## src/rtl/strobe_gen_pkg.sv

```systemverilog
// Shared constants for the strobe generator: state encoding and default data width.
package strobe_pkg;

    localparam int STROBE_W = 8;

    typedef enum logic [1:0] {
        ST_IDLE = 2'd0,
        ST_RUN  = 2'd1,
        ST_DONE = 2'd2
    } state_e;

endpackage

```

## src/rtl/strobe_gen.sv

```systemverilog
// Programmable single-cycle strobe generator, continuous or burst of N strobes.
// Latency: first strobe_out in the cycle after edge k+P for start sampled at edge k.
// No backpressure: strobes are emitted unconditionally; downstream must accept every pulse.
module strobe_gen
    import strobe_pkg::*;
#(
    parameter int WIDTH          = STROBE_W,
    parameter int DEFAULT_PERIOD = 4
) (
    input  logic             clk,
    input  logic             rst_n,
    input  logic             start,
    input  logic             stop,
    input  logic             period_load,
    input  logic [WIDTH-1:0] period_in,
    input  logic [WIDTH-1:0] burst_len,
    output logic             strobe_out,
    output logic [WIDTH-1:0] phase,
    output logic             busy,
    output logic             done,
    output logic [WIDTH-1:0] strobe_count
);

    localparam logic [WIDTH-1:0] ONE        = WIDTH'(1);
    localparam logic [WIDTH-1:0] RST_PERIOD = (DEFAULT_PERIOD < 1) ? ONE : WIDTH'(DEFAULT_PERIOD);

    state_e           state_q, state_d;
    logic [WIDTH-1:0] cnt_q, cnt_d;
    logic [WIDTH-1:0] pend_q, pend_d;
    logic [WIDTH-1:0] rem_q, rem_d;
    logic             cont_q, cont_d;
    logic             strobe_q, strobe_d;
    logic             done_q, done_d;
    logic [WIDTH-1:0] count_q, count_d;

    always_comb begin
        state_d  = state_q;
        cnt_d    = cnt_q;
        pend_d   = period_load ? ((period_in == '0) ? ONE : period_in) : pend_q;
        rem_d    = rem_q;
        cont_d   = cont_q;
        strobe_d = 1'b0;
        // done trails the final strobe by one cycle, so it is registered out of DONE.
        done_d   = (state_q == ST_DONE);
        count_d  = count_q;

        unique case (state_q)
            ST_IDLE: begin
                cnt_d = '0;
                if (start && !stop) begin
                    state_d = ST_RUN;
                    cnt_d   = pend_q - ONE;
                    rem_d   = burst_len;
                    cont_d  = (burst_len == '0);
                end
            end
            ST_RUN: begin
                if (stop) begin
                    state_d = ST_IDLE;
                    cnt_d   = '0;
                    rem_d   = '0;
                end else if (cnt_q != '0) begin
                    cnt_d = cnt_q - ONE;
                end else begin
                    // Reload reads pend_q, so a coincident period_load lands one strobe later.
                    strobe_d = 1'b1;
                    count_d  = count_q + ONE;
                    if (!cont_q && rem_q == ONE) begin
                        state_d = ST_DONE;
                        cnt_d   = '0;
                        rem_d   = '0;
                    end else begin
                        cnt_d = pend_q - ONE;
                        if (!cont_q) begin
                            rem_d = rem_q - ONE;
                        end
                    end
                end
            end
            ST_DONE: begin
                state_d = ST_IDLE;
            end
            default: begin
                state_d = ST_IDLE;
                cnt_d   = '0;
            end
        endcase
    end

    always_ff @(posedge clk or negedge rst_n) begin
        if (!rst_n) begin
            state_q  <= ST_IDLE;
            cnt_q    <= '0;
            pend_q   <= RST_PERIOD;
            rem_q    <= '0;
            cont_q   <= 1'b0;
            strobe_q <= 1'b0;
            done_q   <= 1'b0;
            count_q  <= '0;
        end else begin
            state_q  <= state_d;
            cnt_q    <= cnt_d;
            pend_q   <= pend_d;
            rem_q    <= rem_d;
            cont_q   <= cont_d;
            strobe_q <= strobe_d;
            done_q   <= done_d;
            count_q  <= count_d;
        end
    end

    assign strobe_out   = strobe_q;
    assign phase        = cnt_q;
    assign busy         = (state_q == ST_RUN);
    assign done         = done_q;
    assign strobe_count = count_q;

endmodule

```

## config.mk

```make
export PLATFORM = sky130hd
export DESIGN_NAME = strobe_gen
export DESIGN_NICKNAME = d
export VERILOG_FILES = /design/src/rtl/strobe_gen_pkg.sv /design/src/rtl/strobe_gen.sv
export SDC_FILE = /design/constraint.sdc
export NUM_CORES = 1
export LEC_CHECK = 0
export CELL_PAD_IN_SITES_DETAIL_PLACEMENT = 0
export CELL_PAD_IN_SITES_GLOBAL_PLACEMENT = 1
export CORE_MARGIN = 10
export CORE_UTILIZATION = 41
export CTS_BUF_LIST = sky130_fd_sc_hd__clkbuf_4 sky130_fd_sc_hd__clkbuf_8
export CTS_CLUSTER_DIAMETER = 80
export DETAILED_ROUTE_END_ITERATION = 8
export PLACE_DENSITY_LB_ADDON = 0.2
export SLEW_MARGIN = 20
export SYNTH_ARGS = -nofsm -noshare
export SYNTH_HDL_FRONTEND = slang
export SYNTH_SLANG_ARGS = --single-unit
```

## constraint.sdc

```tcl
create_clock -name clk -period 2.65 [get_ports clk]
set_clock_uncertainty 0.05 [all_clocks]
set_input_delay 0.3975 -clock clk [delete_from_list [all_inputs] [get_ports clk]]
set_output_delay 0.3975 -clock clk [all_outputs]
set_load 0.02 [all_outputs]
```

==> out/metrics.yaml, run 1 <==
sta:
  layout_min_cycle_time_ns: 2.24
  timing.final.crit_share_pct: 84.4
  final_hold_viol_count: 0
  drv_slew: 0
  grt_setup_unrepaired: "false"
  fin_tns_setup_ns: 0
  finalSetupViolations: 0
  worst_pin_slew_ns: 0.623
  finalWorstSetupSlack_ns: 0.414
  fmax_ghz: 0.447
  slew-limit-headroom_pct: 58.4
die:
  initial_core_util_pct: 43.2
  dieWidth_microns: 91.2
  floorplan.io_pins: 40
  die_h_microns: 91.2
  rows: 25
  die_area_sq_mm: 0.00832
  coreArea_sq_mm: 0.00482
power:
  p_per_area_mw_per_mm2: 966
  power_frac_comb_pct: 47.8
  p_switching_mw: 1.03
  switching_share_pct: 40.3
  seqPwrFrac_pct: 36.1
  p_int_mw: 1.52
  vdd_drop_max_mv: 0.378
  p_clk_share_pct: 16.1
  leakage_nw: 1.11
logic_synthesis:
  yosys_most_used_dff: "dfrtp_1"
  netlist_area_sq_mm: 0.00208
  syn-num-nets: 231
  yosysSeqAreaShare_pct: 44.6
  synthCells: 204
  synth.ff_latch_count: 37
  synth_edf_count: 0
  synth_cell_types: 51
  synthArstFlopShare_pct: 100
  ys_warn_count: 0
  syn_avg_cell_area_sq_um: 10.2
layout:
  synthToLayoutAreaGrowth_pct: 26.7
  drive_gt1_share_pct: 10.9
  final_area_sq_mm: 0.00263
  fin_nets: 274
  n_antenna_cell: 0
placed_design:
  port_buffers: 39
  place_congestion: 0.817
  dp_hpwl_mm: 3.71
  pre_cts_ws_ns: 0.307
  place_area_sq_mm: 0.00254
min_path:
  holdCritPathClass: "register to register"
cts:
  holdBufCountCts: 0
  cts_max_level: 2
  root_buffer: "clkbuf_8"
  postCtsResizedCells: 0
  post_cts_buffers: 0
  clock_latency_ns: 0.29
  clkTransAtPathRegs_ns: 0.07
  cts_tree: "built"
  cts-buffers-inserted: 5
  clock_path_buffers: 2
  cts_num_sinks: 37
worst_setup_path:
  path_max_fanout: 8
  worstSetupPathType: "register to output port"
  required_ns: 2.20
  worst_setup_path_end_kind: "output port"
  start_kind: "register"
  crit_arrival_ns: 1.79
grt:
  antenna_found_initial: 0
  grt_pass1_wl_mm: 8.54
  gr-total-overflow: 0
  grtUsageTotal_pct: 12.2
  grt_pass1_vias: 1794
  grt_start_max_net_pins: 38
route:
  vias_per_cell: 5.42
  routed_wirelength_mm: 4.89
  first_pass_iters: 4
  wl_per_cell_microns: 15.5
  drtIter0Drc: 108
  route.detailed.drc: 0
  vias: 1707
  ant_nets: 0
flow_run:
  maxCapViolCount: 0
run_status:
  outcome: "complete, no violations"
[flip-flops by register name, indices dropped and copies added, names as in the netlist]
register / flops
cont_q: 1
rem_q: 8
done: 1
strobe_count: 8
state_q: 2
pend_q: 8
phase: 8
strobe_out: 1
[placed cells by master, fill, tap and decap left out, types with 7 or more instances in the layout]
cell and n:
inv_1 11, clkdlybuf4s50_1 39, xnor2_1 9, nor2_1 9, dfrtp_1 36, o21ai_0 8
nand2_1 21, mux2_2 7
[critical path: stages (launching register included)]
cell and delay [ns]:
dfrtp_1 0.46, or2b_1 0.35, inv_1 0.09, clkdlybuf4s50_1 0.60
[through the flow]
| step | instances | total power [mW] | utilization, % | hold slack (ns) |
|---|---|---|---|---|
| 2_1_floorplan | 204 | 1.72 | - | 0.0519 |
| 3_5_place_dp | 307 | 2.14 | 52.8 | 0.417 |
| 4_1_cts | 315 | 2.55 | 54.7 | 0.426 |
| 3_3_place_gp | 307 | 2.14 | 52.8 | 0.411 |
| 5_1_grt | 315 | 2.73 | 54.7 | 0.436 |
| 6_report | 315 | 2.54 | 54.7 | 0.419 |
[power groups by stage]
stage               combinational (mW)  sequential [mW]  clock [mW]
floorplan                        0.764            0.959           0
global placement                  1.22            0.921           0
detailed placement                1.22            0.922           0
CTS                               1.22            0.914       0.419
global route                      1.34            0.945       0.447
finish                            1.22            0.918       0.409
[cell type report]
class / instances / area (sq um)
Sequential cell: 37 / 927
Fill cell: 476 / 2180
Inverter: 11 / 41.3
Clock buffer: 8 / 91.3
Timing Repair Buffer: 43 / 420
Tap cell: 67 / 83.8
Multi-Input combinational cell: 149 / 1070
[logic make-up after synthesis]
group | synth area share [%]
AND/OR/NAND/NOR | 20.0
AO/OA/AOI/OAI | 17.0
flip-flops | 44.6
buffers and inverters | 3.97
XOR/XNOR | 5.90
multiplexers | 4.99
adder cells (fa/ha/maj) | 3.61
[worst paths after layout]
| kind | cells after the start | end | slack, ns | from |
|---|---|---|---|---|
| min in group asynchronous | 2 | strobe_count[5] | 0.49 | rst_n |
| max | 3 | busy | 0.41 | state_q[0] |
| max in group asynchronous | 2 | pend_q[2] | 1.71 | rst_n |
| max reg2reg | 6 | rem_q[4] | 0.42 | rem_q[1] |
| min reg2reg | 1 | strobe_count[7] | 0.42 | strobe_count[7] |
| min | 1 | strobe_count[7] | 0.42 | strobe_count[7] |
[synthesized netlist by cell type, types with 2 or more instances]
cell / instances / area (sq um)
dfrtp_1: 36 / 901
nand2_1: 21 / 78.8
inv_1: 11 / 41.3
nor2_1: 9 / 33.8
xnor2_1: 9 / 78.8
o21ai_0: 8 / 40.0
mux2_2: 7 / 78.8
a21oi_1: 6 / 30.0
a22o_1: 6 / 52.6
and3_1: 6 / 37.5
ha_1: 6 / 75.1
nor3_1: 6 / 30.0
o211ai_1: 6 / 45.0
nand2b_1: 5 / 31.3
nor4_1: 5 / 31.3
o221ai_1: 5 / 43.8
xor2_1: 5 / 43.8
buf_2: 3 / 15.0
nor2b_1: 3 / 18.8
o41ai_1: 3 / 26.3
clkbuf_1: 2 / 7.51
nand3_1: 2 / 10.0
nand4_1: 2 / 12.5
nor3b_1: 2 / 15.0
or3_1: 2 / 12.5
or3b_1: 2 / 17.5
or4_1: 2 / 15.0
[layer usage]
| layer | track usage [%] | vias to the layer above | share of wire, % |
|---|---|---|---|
| met5 | 0 | - | 0 |
| met4 | 4.57 | 0 | 1.5 |
| met3 | 3.79 | 8 | 5.8 |
| met2 | 18.9 | 44 | 44 |
| met1 | 15.4 | 822 | 49 |
| li1 | - | 833 | - |
Note: power is estimated with default switching activity, not from simulation.
==> run 2, diff against run 1 <==
CORE_UTILIZATION = 37   (was 41)
clock period = 1.8 ns   (was 2.65 ns; I/O delays follow)
==> out/metrics.yaml, run 2 (synthesis gave the netlist of run 1 again) <==
route:
  vias: 1893  # +11%
  ant_nets: 0  # unchanged
  routed_wirelength_mm: 5.62  # +15%
  drtIter0Drc: 53  # -51%
  wl_per_cell_microns: 15.3  # -1.6%
  first_pass_iters: 4  # unchanged
  vias_per_cell: 5.14  # -5.1%
  route.detailed.drc: 0  # unchanged
sta:
  worst_pin_slew_ns: 0.491  # -0.132 ns
  grt_setup_unrepaired: "true"
  final_hold_viol_count: 0  # unchanged
  timing.final.crit_share_pct: 110
  finalSetupViolations: 7  # +7
  finalWorstSetupSlack_ns: -0.183  # -0.597 ns
  fmax_ghz: 0.504
  slew-limit-headroom_pct: 67.3  # +8.9 points
  drv_slew: 0  # unchanged
  layout_min_cycle_time_ns: 1.98
layout:
  mostFrequentLayoutCells: "48 x buf_4, 32 x dfrtp_1, 32 x clkdlybuf4s50_1"
  mostFrequentLayoutCell: "buf_4"
  n_antenna_cell: 0  # unchanged
  drive_gt1_share_pct: 30.7  # +20 points
  final_util_pct: 57.0  # +2.3 points
  fin_nets: 322  # +18%
  instances_no_fill: 368  # +17%
  synthToLayoutAreaGrowth_pct: 50.0
  final_area_sq_mm: 0.00312  # +18%
power:
  p_per_area_mw_per_mm2: 1470  # +52%
  vdd_drop_max_mv: 0.484  # +28%
  leakage_nw: 1.41  # +27%
cts:
  clock_path_buffers: 2  # unchanged
  cts_num_sinks: 37  # unchanged
  clock_latency_ns: 0.29  # about the same
  root_buffer: "clkbuf_8"
  cts_max_level: 2  # unchanged
  cts_tree: "built"
  cts-buffers-inserted: 5  # unchanged
  clkTransAtPathRegs_ns: 0.07  # about the same
worst_setup_path:
  max_stage_delay_ns: 0.48  # -0.12 ns
  crit_arrival_ns: 2.11  # +0.32 ns
  path_cells: "inv_2 > ha_4 > or4b_4 > o31ai_4 > buf_6 > o211ai_1 > a22o_1"
  required_ns: 1.93  # -0.27 ns
  worst_setup_path_end_kind: "register"
  path_max_fanout: 6  # -2
  start_kind: "register"
  crit_path_top_delay_cell: "or4b_4"
  worstSetupPathType: "register to register"
placed_design:
  place_congestion: 0.855  # +4.7%
  pre_cts_ws_ns: -0.323  # -0.630 ns
  placed_cells: 350  # +14%
  port_buffers: 39  # unchanged
  place_area_sq_mm: 0.00287  # +13%
  dp_hpwl_mm: 4.35  # +17%
run_status:
  outcome: "complete, but fails checks"
  violations: "setup timing"
grt:
  grtUsageTotal_pct: 12.6  # +0.42 points
  gr-total-overflow: 0  # unchanged
  grt_pass1_vias: 1902  # +6.0%
  grt_pass1_wl_mm: 9.09  # +6.5%
  antenna_found_initial: 0  # unchanged
  grt_start_max_net_pins: 22  # -42%
die:
  die_area_sq_mm: 0.00902  # +8.4%
  floorplan.io_pins: 40  # unchanged
  coreArea_sq_mm: 0.00547  # +14%
  initial_core_util_pct: 38.0  # -5.2 points
  dieWidth_microns: 95.0  # +4.1%
  rows: 27  # +8.0%
  die_h_microns: 95.0  # +4.1%
min_path:
  holdCritPathClass: "input pin to asynchronous set/reset pin"
flow_run:
  maxCapViolCount: 0  # unchanged
-- run 2: cell types whose count changed in the layout (fill, tap and decap cells not counted), moves of 2 or more --
cell	before	now
clkdlybuf4s50_1	39	32
ha_4	0	2
dfrtp_1	36	32
dfrtp_2	0	4
inv_1	11	8
dlygate4sd2_1	0	3
buf_6	0	3
dlymetal6s2s_1	0	3
buf_4	4	48
ha_1	6	4
inv_2	0	3
-- run 2: metrics by stage --
| stage | power [mW] | hold WS (ns) | setup TNS (ns) |
|---|---|---|---|
| after detailed placement | 3.75 | 0.207 | -4.06 |
| after CTS | 4.43 | 0.422 | -0.827 |
| after global placement | 3.73 | 0.210 | -3.33 |
| final | 4.58 | 0.418 | -1.06 |
| after floorplan | 2.62 | -0.0756 | -0.655 |
| after global routing | 4.89 | 0.446 | -1.52 |
-- run 2: worst paths after layout --
check / startpoint / to / slack (ns) / cells after the start
max in group asynchronous: rst_n / rem_q[2] / 0.67 / 3
hold reg to reg: strobe_count[7] / strobe_count[7] / 0.42 / 1
min in group clk: strobe_count[7] / strobe_count[7] / 0.42 / 1
setup / recovery: rem_q[1] / rem_q[7] / -0.18 / 7
hold / removal: rst_n / done / 0.42 / 2
setup reg to reg: rem_q[1] / rem_q[7] / -0.18 / 7
-- run 2: area by class of cell --
type | instances | area [sq um]
clock buffers | 8 | 97.6
flip-flops and latches | 37 | 932
inverters | 11 | 41.3
repair buffers | 91 | 793
multi-input cells | 149 | 1160
fillers | 507 | 2350
well taps | 72 | 90.1
-- run 2: report_power, final --
| group | switching (mW) | total, mW | internal [mW] |
|---|---|---|---|
| clock | 0.285 | 0.627 | 0.342 |
| sequential | 0.207 | 1.27 | 1.06 |
| combinational | 1.25 | 2.69 | 1.44 |
-- run 2: repair_timing --
item                                    CTS  global route
gates cloned                              1             0
resized for setup                         8            16
hold buffers                              1             0
endpoints found under the hold margin    19             0
endpoints found under the setup margin   11            24
pin swaps                                 5             5
buffers inserted                          2             7
-- run 2: metal layers --
layer	GRT usage, %	routed length [microns]	vias to the layer above
met2	21.2	2750	55
li1	-	-	932
met1	15.2	2490	901
met5	0	0	-
met4	4.99	71	0
met3	2.85	308	5
-- run 2: worst max-delay path: cells and delay by family (launching register included) --
family                   cells  cell delay (ns)
AO/OA/AOI/OAI                3             0.57
AND/OR/NAND/NOR              1             0.48
flip-flops                   1             0.40
buffers and inverters        2             0.25
adder cells (fa/ha/maj)      1             0.13
==> run 3, diff against run 2 <==
CORE_UTILIZATION = 36   (was 37)
CTS_BUF_LIST = unset   (was sky130_fd_sc_hd__clkbuf_4 sky130_fd_sc_hd__clkbuf_8)
==> out/metrics.yaml, run 3 (synthesis gave the netlist of run 1 again) <==
cts:
  clock_latency_ns: 0.29  # about the same
  cts-buffers-inserted: 5  # unchanged
  root_buffer: "clkbuf_8"
  clock_path_buffers: 2  # unchanged
  cts_tree: "built"
  cts_max_level: 2  # unchanged
  clkTransAtPathRegs_ns: 0.07  # about the same
  cts_num_sinks: 37  # unchanged
power:
  seqPwrFrac_pct: 28.0  # +0.3 points
  leakage_nw: 1.44  # +1.9%
  vdd_drop_max_mv: 0.739  # +53%
  p_int_mw: 2.75  # -3.4%
  power_frac_comb_pct: 57.8  # -0.8 points
  p_clk_share_pct: 14.2  # +0.5 points
  p_per_area_mw_per_mm2: 1460  # -0.54%
  p_switching_mw: 1.74  # +0.21%
  power.total_mw: 4.49  # -2.1%
  switching_share_pct: 38.8  # +0.88 points
grt:
  gr-total-overflow: 0  # unchanged
  grt_pass1_vias: 1900  # -0.11%
  antenna_found_initial: 0  # unchanged
  grt_start_max_net_pins: 18  # -18%
  grt_pass1_wl_mm: 9.18  # +0.99%
  grtUsageTotal_pct: 12.7  # +0.17 points
worst_setup_path:
  worstSetupPathType: "register to register"
  path_max_fanout: 12  # +6
  r2r_end: "rem_q[6]"
  start_kind: "register"
  startpoint: "rem_q[1]"
  required_ns: 1.92  # about the same
  rr_worst_depth: 7  # unchanged
  crit_arrival_ns: 2.09  # -0.02 ns
  r2r-start: "rem_q[1]"
  reg2reg_setup_slack_ns: -0.17  # +0.02 ns
  worst_setup_path_end_kind: "register"
  crit_end: "rem_q[6]"
flow_run:
  maxCapViolCount: 0  # unchanged
route:
  first_pass_iters: 4  # unchanged
  vias_per_cell: 5.19  # +0.86%
  vias: 1873  # -1.1%
  route.detailed.drc: 0  # unchanged
  routed_wirelength_mm: 5.64  # +0.45%
  ant_nets: 0  # unchanged
  wl_per_cell_microns: 15.6  # +2.4%
  drtIter0Drc: 124  # +130%
sta:
  layout_min_cycle_time_ns: 1.97  # -0.0154 ns
  fin_tns_setup_ns: -0.972  # +0.0849 ns
  finalWorstSetupSlack_ns: -0.167  # +0.0154 ns
  drv_slew: 0  # unchanged
  fmax_ghz: 0.508  # +0.78%
  final_hold_viol_count: 0  # unchanged
  grt_setup_unrepaired: "true"
  worst_pin_slew_ns: 0.381  # -0.110 ns
  timing.final.crit_share_pct: 109  # -0.85 points
  whs_ns: 0.339  # -0.0786 ns
  slew-limit-headroom_pct: 74.5  # +7.2 points
  finalSetupViolations: 8  # +1
layout:
  multi_input_area_sq_mm: 0.00116  # -0.43%
  drive_gt1_share_pct: 28.7  # -2.0 points
  instances_no_fill: 361  # -1.9%
  synthToLayoutAreaGrowth_pct: 47.7
  nFillCells: 515  # +1.6%
  mostFrequentLayoutCells: "42 x buf_4, 34 x dfrtp_1, 29 x clkdlybuf4s50_1"
  final_area_sq_mm: 0.00307  # -1.5%
  seqCellArea_sq_um: 930  # -0.27%
  final_util_pct: 55.4  # -1.6 points
  fin_nets: 315  # -2.2%
  mostFrequentLayoutCell: "buf_4"
  n_antenna_cell: 0  # unchanged
die:
  die_h_microns: 96  # +1.1%
  coreArea_sq_mm: 0.00554  # +1.2%
  dieWidth_microns: 96  # +1.1%
  initial_core_util_pct: 37.5  # -0.46 points
  floorplan.io_pins: 40  # unchanged
  rows: 27  # unchanged
  die_area_sq_mm: 0.00922  # +2.2%
run_status:
  violations: "setup timing"
  outcome: "complete, but fails checks"
placed_design:
  place_congestion: 0.872  # +1.9%
  placed_cells: 348  # -0.57%
  place_area_sq_mm: 0.00285  # -0.52%
  port_buffers: 39  # unchanged
  dp_hpwl_mm: 4.43  # +1.7%
  pre_cts_ws_ns: -0.301  # +0.0221 ns
min_path:
  holdCritPathClass: "input pin to asynchronous set/reset pin"
==> run 3: worst max-delay path: stages, from the launching register on <==
cell and delay [ns]:
dfrtp_1 0.39, inv_2 0.07, ha_4 0.13, or4b_4 0.47, o31ai_4 0.24, buf_6 0.17
o32ai_1 0.10, a22o_1 0.23
==> run 3: power groups by stage <==
stage	registers, mW	clock network, mW	logic, mW
after floorplan	1.44	0	1.18
after global placement	1.26	0	2.44
after detailed placement	1.27	0	2.45
after CTS	1.25	0.656	2.49
after global routing	1.29	0.702	2.83
final	1.26	0.635	2.59
==> run 3: repair_timing <==
action | in CTS | in global routing
buffers inserted | 2 | 3
gates resized for setup | 7 | 17
cloned | 0 | 0
pin swaps | 1 | 7
hold buffers | 1 | 0
endpoints found under the hold margin | 10 | 0
setup endpoints to repair | 13 | 26
==> run 3: cell type report <==
| type | count | share of cell area, % |
|---|---|---|
| Tap cell | 72 | 2.93 |
| Clock inverter | 1 | 0.163 |
| Clock buffer | 7 | 3.14 |
| Sequential cell | 37 | 30.3 |
| Multi-Input combinational cell | 149 | 37.8 |
| Timing Repair Buffer | 84 | 24.4 |
| Inverter | 11 | 1.34 |
==> run 3: layer usage <==
layer	vias to the layer above	GRT usage, %	wire [microns]
met1	892	17.1	2550
li1	920	-	-
met4	0	4.79	78
met5	-	0	0
met3	7	3.04	330
met2	54	19.4	2680
==> run 3: worst min path at each step <==
stage	startpoint	end	slack, ns	depth (start not counted)
after CTS	rst_n	pend_q[0]	0.34	2
after floorplan	rst_n	cont_q	-0.08	0
after detailed placement	rst_n	pend_q[0]	0.12	1
after global routing	rst_n	pend_q[0]	0.36	2
after global placement	rst_n	pend_q[0]	0.11	1
final	rst_n	pend_q[0]	0.34	2
